## config.mk

```make
export PLATFORM = sky130hd
export DESIGN_NAME = router_1xn
export DESIGN_NICKNAME = d
export VERILOG_FILES = /design/src/rtl/router_1xn.sv
export SDC_FILE = /design/constraint.sdc
export NUM_CORES = 1
export LEC_CHECK = 0
export CAP_MARGIN = 20
export CORE_AREA = 5 5 209 211
export CTS_CLUSTER_DIAMETER = 50
export DETAILED_ROUTE_END_ITERATION = 10
export DIE_AREA = 0 0 214 216
export PLACE_DENSITY = 0.68
export SLEW_MARGIN = 20
export SYNTH_ARGS = -nofsm -noshare
export SYNTH_HDL_FRONTEND = slang
export SYNTH_SLANG_ARGS = --single-unit
```

## constraint.sdc

```tcl
create_clock -name clock -period 10.2 [get_ports clock]
set_input_delay 1.53 -clock clock [delete_from_list [all_inputs] [get_ports clock]]
set_output_delay 1.53 -clock clock [all_outputs]
set_load 0.02 [all_outputs]
```

## src/rtl/router_1xn.sv

```systemverilog
`default_nettype none
// ============================================================================
// Module   : router_1xn
// Purpose  : 1-to-NUM_CH packet router. A byte stream of header / payload /
//            parity packets is steered into one of NUM_CH output FIFOs by the
//            address field of the header. Invalid addresses are dropped,
//            payload length and parity are checked, and a channel that sits
//            unread for TIMEOUT cycles is flushed.
// Ports    : clock, reset      - rising-edge clock, synchronous active-high reset
//            pkt_valid, data_in - packet word input (pkt_valid low = parity word)
//            read_enb           - per-channel pop request
//            busy               - source must hold its word while high
//            vld_out            - per-channel FIFO non-empty
//            data_out           - per-channel registered read data
//            soft_reset         - one-cycle pulse after a channel is flushed
//            err, err_code      - result of the last packet {flush,addr,len,parity}
// Revision : 1.0 - initial release
// ============================================================================
module router_1xn #(
  parameter int DATA_W     = 8,
  parameter int NUM_CH     = 3,
  parameter int FIFO_DEPTH = 16,
  parameter int TIMEOUT    = 30
) (
  input  logic                     clock,
  input  logic                     reset,
  input  logic                     pkt_valid,
  input  logic [DATA_W-1:0]        data_in,
  input  logic [NUM_CH-1:0]        read_enb,
  output logic                     busy,
  output logic [NUM_CH-1:0]        vld_out,
  output logic [NUM_CH*DATA_W-1:0] data_out,
  output logic [NUM_CH-1:0]        soft_reset,
  output logic                     err,
  output logic [3:0]               err_code
);

  localparam int ADDR_W = (NUM_CH > 2) ? $clog2(NUM_CH) : 1;
  localparam int LEN_W  = DATA_W - ADDR_W;
  localparam int SLOTS  = 1 << ADDR_W;
  localparam int PTR_W  = $clog2(FIFO_DEPTH);
  localparam int TO_W   = (TIMEOUT > 1) ? $clog2(TIMEOUT) : 1;
  localparam logic [ADDR_W:0] NUM_CH_A = (ADDR_W + 1)'(NUM_CH);

  typedef enum logic [2:0] {
    S_IDLE       = 3'd0,
    S_WAIT_EMPTY = 3'd1,
    S_LOAD       = 3'd2,
    S_CHECK      = 3'd3,
    S_DROP       = 3'd4
  } state_t;

  state_t              state;
  logic [ADDR_W-1:0]   dest;
  logic [DATA_W-1:0]   hdr;
  logic [DATA_W-1:0]   parity;
  logic [LEN_W:0]      cnt;
  logic                par_bad;
  logic                drop_flush;

  logic [NUM_CH-1:0]   empty;
  logic [NUM_CH-1:0]   full;
  logic [NUM_CH-1:0]   flush;
  // Status vectors widened to every encodable address so that indexing with
  // an out-of-range header address is always well defined.
  logic [SLOTS-1:0]    empty_s;
  logic [SLOTS-1:0]    full_s;
  logic [SLOTS-1:0]    flush_s;

  logic [ADDR_W-1:0]   in_addr;
  logic                in_ok;
  logic [LEN_W-1:0]    hdr_len;
  logic                accept;
  logic                wr_en;
  logic [ADDR_W-1:0]   wr_ch;
  logic [DATA_W-1:0]   wr_word;

  assign in_addr = data_in[ADDR_W-1:0];
  assign in_ok   = ({1'b0, in_addr} < NUM_CH_A);
  assign hdr_len = hdr[DATA_W-1:ADDR_W];

  always_comb begin
    empty_s = '1;
    full_s  = '0;
    flush_s = '0;
    empty_s[NUM_CH-1:0] = empty;
    full_s[NUM_CH-1:0]  = full;
    flush_s[NUM_CH-1:0] = flush;
  end

  always_comb begin
    busy = 1'b0;
    case (state)
      S_WAIT_EMPTY, S_CHECK: busy = 1'b1;
      S_LOAD:                busy = full_s[dest];
      default:               busy = 1'b0;
    endcase
  end

  // In IDLE only a word carrying pkt_valid (a header) is taken.
  assign accept = !busy && !((state == S_IDLE) && !pkt_valid);

  always_comb begin
    wr_en   = 1'b0;
    wr_ch   = dest;
    wr_word = data_in;
    case (state)
      S_IDLE: begin
        wr_ch = in_addr;
        wr_en = pkt_valid && in_ok && empty_s[in_addr];
      end
      S_WAIT_EMPTY: begin
        wr_word = hdr;
        wr_en   = empty_s[dest];
      end
      S_LOAD:  wr_en = accept;
      default: wr_en = 1'b0;
    endcase
  end

  always_ff @(posedge clock) begin
    if (reset) begin
      state      <= S_IDLE;
      dest       <= '0;
      hdr        <= '0;
      parity     <= '0;
      cnt        <= '0;
      par_bad    <= 1'b0;
      drop_flush <= 1'b0;
      err        <= 1'b0;
      err_code   <= 4'b0000;
    end else begin
      case (state)
        S_IDLE: begin
          if (pkt_valid) begin
            hdr        <= data_in;
            parity     <= data_in;
            cnt        <= '0;
            dest       <= in_addr;
            drop_flush <= 1'b0;
            err        <= 1'b0;
            err_code   <= 4'b0000;
            if (!in_ok)                  state <= S_DROP;
            else if (empty_s[in_addr])   state <= S_LOAD;
            else                         state <= S_WAIT_EMPTY;
          end
        end
        S_WAIT_EMPTY: begin
          if (flush_s[dest]) begin
            drop_flush <= 1'b1;
            state      <= S_DROP;
          end else if (empty_s[dest]) begin
            state <= S_LOAD;
          end
        end
        S_LOAD: begin
          if (flush_s[dest]) begin
            // Destination flushed under us: if this edge also carries the
            // parity word the packet is already over, otherwise discard the rest.
            if (accept && !pkt_valid) begin
              err      <= 1'b1;
              err_code <= 4'b1000;
              state    <= S_IDLE;
            end else begin
              drop_flush <= 1'b1;
              state      <= S_DROP;
            end
          end else if (accept) begin
            if (pkt_valid) begin
              parity <= parity ^ data_in;
              cnt    <= cnt + 1'b1;
            end else begin
              par_bad <= (data_in != parity);
              state   <= S_CHECK;
            end
          end
        end
        S_CHECK: begin
          err_code <= {2'b00, (cnt != {1'b0, hdr_len}), par_bad};
          err      <= (cnt != {1'b0, hdr_len}) || par_bad;
          state    <= S_IDLE;
        end
        S_DROP: begin
          if (!pkt_valid) begin
            err      <= 1'b1;
            err_code <= drop_flush ? 4'b1000 : 4'b0100;
            state    <= S_IDLE;
          end
        end
        default: state <= S_IDLE;
      endcase
    end
  end

  for (genvar i = 0; i < NUM_CH; i++) begin : g_ch
    logic [DATA_W-1:0] mem [FIFO_DEPTH];
    logic [PTR_W-1:0]  wptr;
    logic [PTR_W-1:0]  rptr;
    logic [PTR_W:0]    count;
    logic [TO_W-1:0]   tcnt;
    logic [DATA_W-1:0] dout;
    logic              sreset;
    logic              wr;
    logic              rd;

    assign wr       = wr_en && (wr_ch == ADDR_W'(i)) && !flush[i];
    assign rd       = read_enb[i] && !empty[i];
    assign empty[i] = (count == '0);
    assign full[i]  = (count == (PTR_W + 1)'(FIFO_DEPTH));
    // Flush fires on the TIMEOUT-th consecutive unread cycle with data present.
    assign flush[i] = !empty[i] && !read_enb[i] && (tcnt == TO_W'(TIMEOUT - 1));

    assign vld_out[i]                    = !empty[i];
    assign data_out[i*DATA_W +: DATA_W]  = dout;
    assign soft_reset[i]                 = sreset;

    always_ff @(posedge clock) begin
      if (wr) mem[wptr] <= wr_word;
    end

    always_ff @(posedge clock) begin
      if (reset) begin
        wptr   <= '0;
        rptr   <= '0;
        count  <= '0;
        tcnt   <= '0;
        dout   <= '0;
        sreset <= 1'b0;
      end else begin
        sreset <= flush[i];
        if (flush[i]) begin
          wptr  <= '0;
          rptr  <= '0;
          count <= '0;
          tcnt  <= '0;
        end else begin
          if (wr) wptr <= wptr + 1'b1;
          if (rd) begin
            dout <= mem[rptr];
            rptr <= rptr + 1'b1;
          end
          case ({wr, rd})
            2'b10:   count <= count + 1'b1;
            2'b01:   count <= count - 1'b1;
            default: count <= count;
          endcase
          if (empty[i] || read_enb[i]) tcnt <= '0;
          else                         tcnt <= tcnt + 1'b1;
        end
      end
    end
  end

endmodule
`default_nettype wire
```

==> impl_metrics.yaml <==
synth:
  synth-simple-area-share_pct: 7.924
  synth_top_family_by_area: "multiplexers"
  ys_ff_latch: 498
  synth-xor-area-share_pct: 2.341
  yosysWarningCount: 0
  synth_top_flop_cell: "edfxtp_1"
  synthMuxAreaShare_pct: 14.26
  synth.avg_cell_area_um2: 15.70
  ys_types: 67
  syn_area_um2: 20570
  syn-num-nets: 1356
  synth-compound-area-share_pct: 4.500
  synthAdderAreaFrac_pct: 1.946
  ys_seq_area_share_pct: 67.14
  synthArstFlopShare_pct: 0
  synth_enable_flop_cells: 384
  syn_inst: 1310
clock_tree:
  cts_root_buf: "clkbuf_16"
  h-tree-depth: 2
  cts_buffers: 51
  cts_tree: "built"
  cts_resized: 0
  cts.sink_count: 498
  insertion_delay_ps: 580
  ctsHoldBuffers: 0
  cts_setup_buffers: 0
  clk_pin_slew_ps: 60
  cts_buffer_depth: 3
placement:
  dpl.hpwl_um: 25700
  dpl_cell_area_um2: 21550
  place_congestion: 0.8335
  place_inst: 1839
  port-buffer-count: 49
final_layout:
  diodes: 0
  fin_area_um2: 23310
  mostFrequentLayoutCell: "edfxtp_1"
  final_cell_mix: "384 x edfxtp_1, 121 x nand2_1, 120 x mux4_2"
  fin_util_pct: 56.07
  drive_gt1_share_pct: 17.98
  multiInputGateArea_um2: 6391
  final_cells: 1935
  synthToLayoutAreaGrowth_pct: 13.29
  seqCellArea_um2: 13820
  fillers: 3217
  final_nets: 1399
route:
  first_pass_iters: 5
  routed_wl_um: 42110
  drt_iter0_markers: 1020
  wl_per_cell_um: 21.76
  via_per_inst: 5.793
  vias: 11210
  drc: 0
  drtAntennaViolNets: 0
critical_path:
  crit_arrival_ps: 5750
  required_ps: 10710
  slowest_stage: "clkdlybuf4s50_1"
  cp_top_family: "compound AO/OA/AOI/OAI gates"
  path_cells: "clkdlybuf4s50_1 -> nand2_1 -> a31oi_4 -> o31a_1 -> inv_1 -> ha_1 -> xor2_1 -> ha_1 -> o21a_1 -> o22a_1 -> a21oi_1 -> xor2_1 -> or3_1 -> a21oi_1"
  worst-path-max-fanout: 20
  crit_buf_inv: 2
  critPathCaptureType: "flip-flop"
  cp-start-kind: "input pin"
  criticalPathCategory: "in2reg"
  cpPeakStageDelay_ps: 730
timing:
  whs_ps: 454.4
  slew_headroom_pct: 27.53
  clock-skew-final_ps: 16.85
  worst_pin_slew_ps: 1087
  period_minus_slack_ps: 5241
  drv_slew: 0
  final-hold-violation-count: 0
  fmax_mhz: 190.8
  rsz0062_at_grt: "false"
  setup_viol: 0
  fin_crit_sh_pct: 51.38
  timing.setup.tns_ps: 0
grt:
  grtUsageTotal_pct: 18.29
  grt.met1_usage_pct: 26.01
  grt.met3_usage_pct: 3.952
  overflow: 0
  grt_pass1_wl_um: 65910
  grt_pass1_vias: 11230
  antenna_found_initial: 0
  grt-busiest-layer: "met2"
  grt_max_degree: 61
  grtUsageMet2_pct: 28.69
run_status:
  status: "complete, no violations"
floorplanning:
  die_x_um: 214
  fp.coreArea_um2: 41570
  die_area_um2: 46220
  dieHeight_um: 216
  initial_core_util_pct: 49.49
  ios: 50
  rows: 75
job:
  maxCapViolCount: 0
power_and_ir_drop:
  ir_drop_mv: 0.1498
  power_density_nw_per_um2: 251.0
  cellLeakagePower_nw: 7.574
min_path:
  hold_path.class: "reg2reg"
routing by layer:
metal	share of wire [%]	routed length (um)
met5	0	0
met4	3.0	1262
met3	6.5	2749
met2	46	19520
met1	44	18580
cells in the mapped netlist (13+ instances only):
| cell | instances | area share (%) |
|---|---|---|
| edfxtp_1 | 384 | 56 |
| nand2_1 | 121 | 2.2 |
| mux4_2 | 120 | 13 |
| dfxtp_1 | 114 | 11 |
| nor2_1 | 92 | 1.7 |
| a21oi_1 | 63 | 1.5 |
| clkbuf_1 | 44 | 0.80 |
| ha_1 | 32 | 1.9 |
| xor2_1 | 29 | 1.2 |
| nand3_1 | 27 | 0.66 |
| xnor2_1 | 26 | 1.1 |
| buf_1 | 22 | 0.40 |
| inv_1 | 20 | 0.36 |
| and3_1 | 19 | 0.58 |
| o21ai_0 | 16 | 0.39 |
| nor3_1 | 15 | 0.36 |
| mux2i_1 | 14 | 0.68 |
| nand4_1 | 13 | 0.40 |
through the flow:
step                worst slack [ps]  power (mW)
CTS                             5002       5.894
global placement                4440       3.958
global route                    4617       6.121
floorplan                       5264       3.546
finish                          4959       5.851
detailed placement              4393       3.991
worst register-to-register path, delay by kind of cell (launching register included):
kind / cells / cell delay (ps)
compound gates: 6 / 1620
simple gates: 3 / 1560
buf+inv: 1 / 130
xor+xnor: 2 / 280
flops: 1 / 470
fa+ha+maj: 2 / 580
cells by family after synthesis:
group | after synthesis
AOI/OAI and AO/OA | 138
xor gates and xnor gates | 55
adders and majority gates | 32
buffers and inverters | 97
DFF | 498
muxes | 142
and+or+nand+nor | 348
report_power, final:
part	switching, mW	internal, mW	total [mW]
combinational	0.851	0.568	1.42
sequential	0.101	2.43	2.53
clock	0.785	1.12	1.90
total	1.74	4.11	5.85
worst paths after layout:
| path | startpoint | end | slack, ps | cells after the start |
|---|---|---|---|---|
| hold reg to reg | g_ch[0].dout[5]$_SDFFE_PP0P_ | g_ch[0].dout[5]$_SDFFE_PP0P_ | 450 | 2 |
| setup reg to reg | state[2]$_SDFFE_PP0P_ | g_ch[2].count[4]$_SDFFE_PP0P_ | 5500 | 14 |
| setup / recovery | pkt_valid | g_ch[2].count[4]$_SDFFE_PP0P_ | 4960 | 14 |
| hold / removal | g_ch[0].dout[5]$_SDFFE_PP0P_ | g_ch[0].dout[5]$_SDFFE_PP0P_ | 450 | 2 |
final cells by class:
cell class / instances / area share [%]
inverter: 22 / 0.3543
timing repair buffer: 65 / 2.598
tap: 539 / 2.893
clock inverter: 35 / 1.600
sequential: 498 / 59.28
multi-input combinational: 715 / 27.42
clock buffer: 61 / 5.856
state kept, by name, summed over array words and instances (netlist names):
name / flops
g_ch.rptr: 12
g_ch.sreset: 3
drop_flush: 1
g_ch.dout: 24
hdr: 7
parity: 8
g_ch.mem: 384
state: 3
err: 1
par_bad: 1
err_code: 4
g_ch.wptr: 12
g_ch.count: 15
g_ch.tcnt: 15
cnt: 7
dest: 1
(Power assumes the default switching activity.)
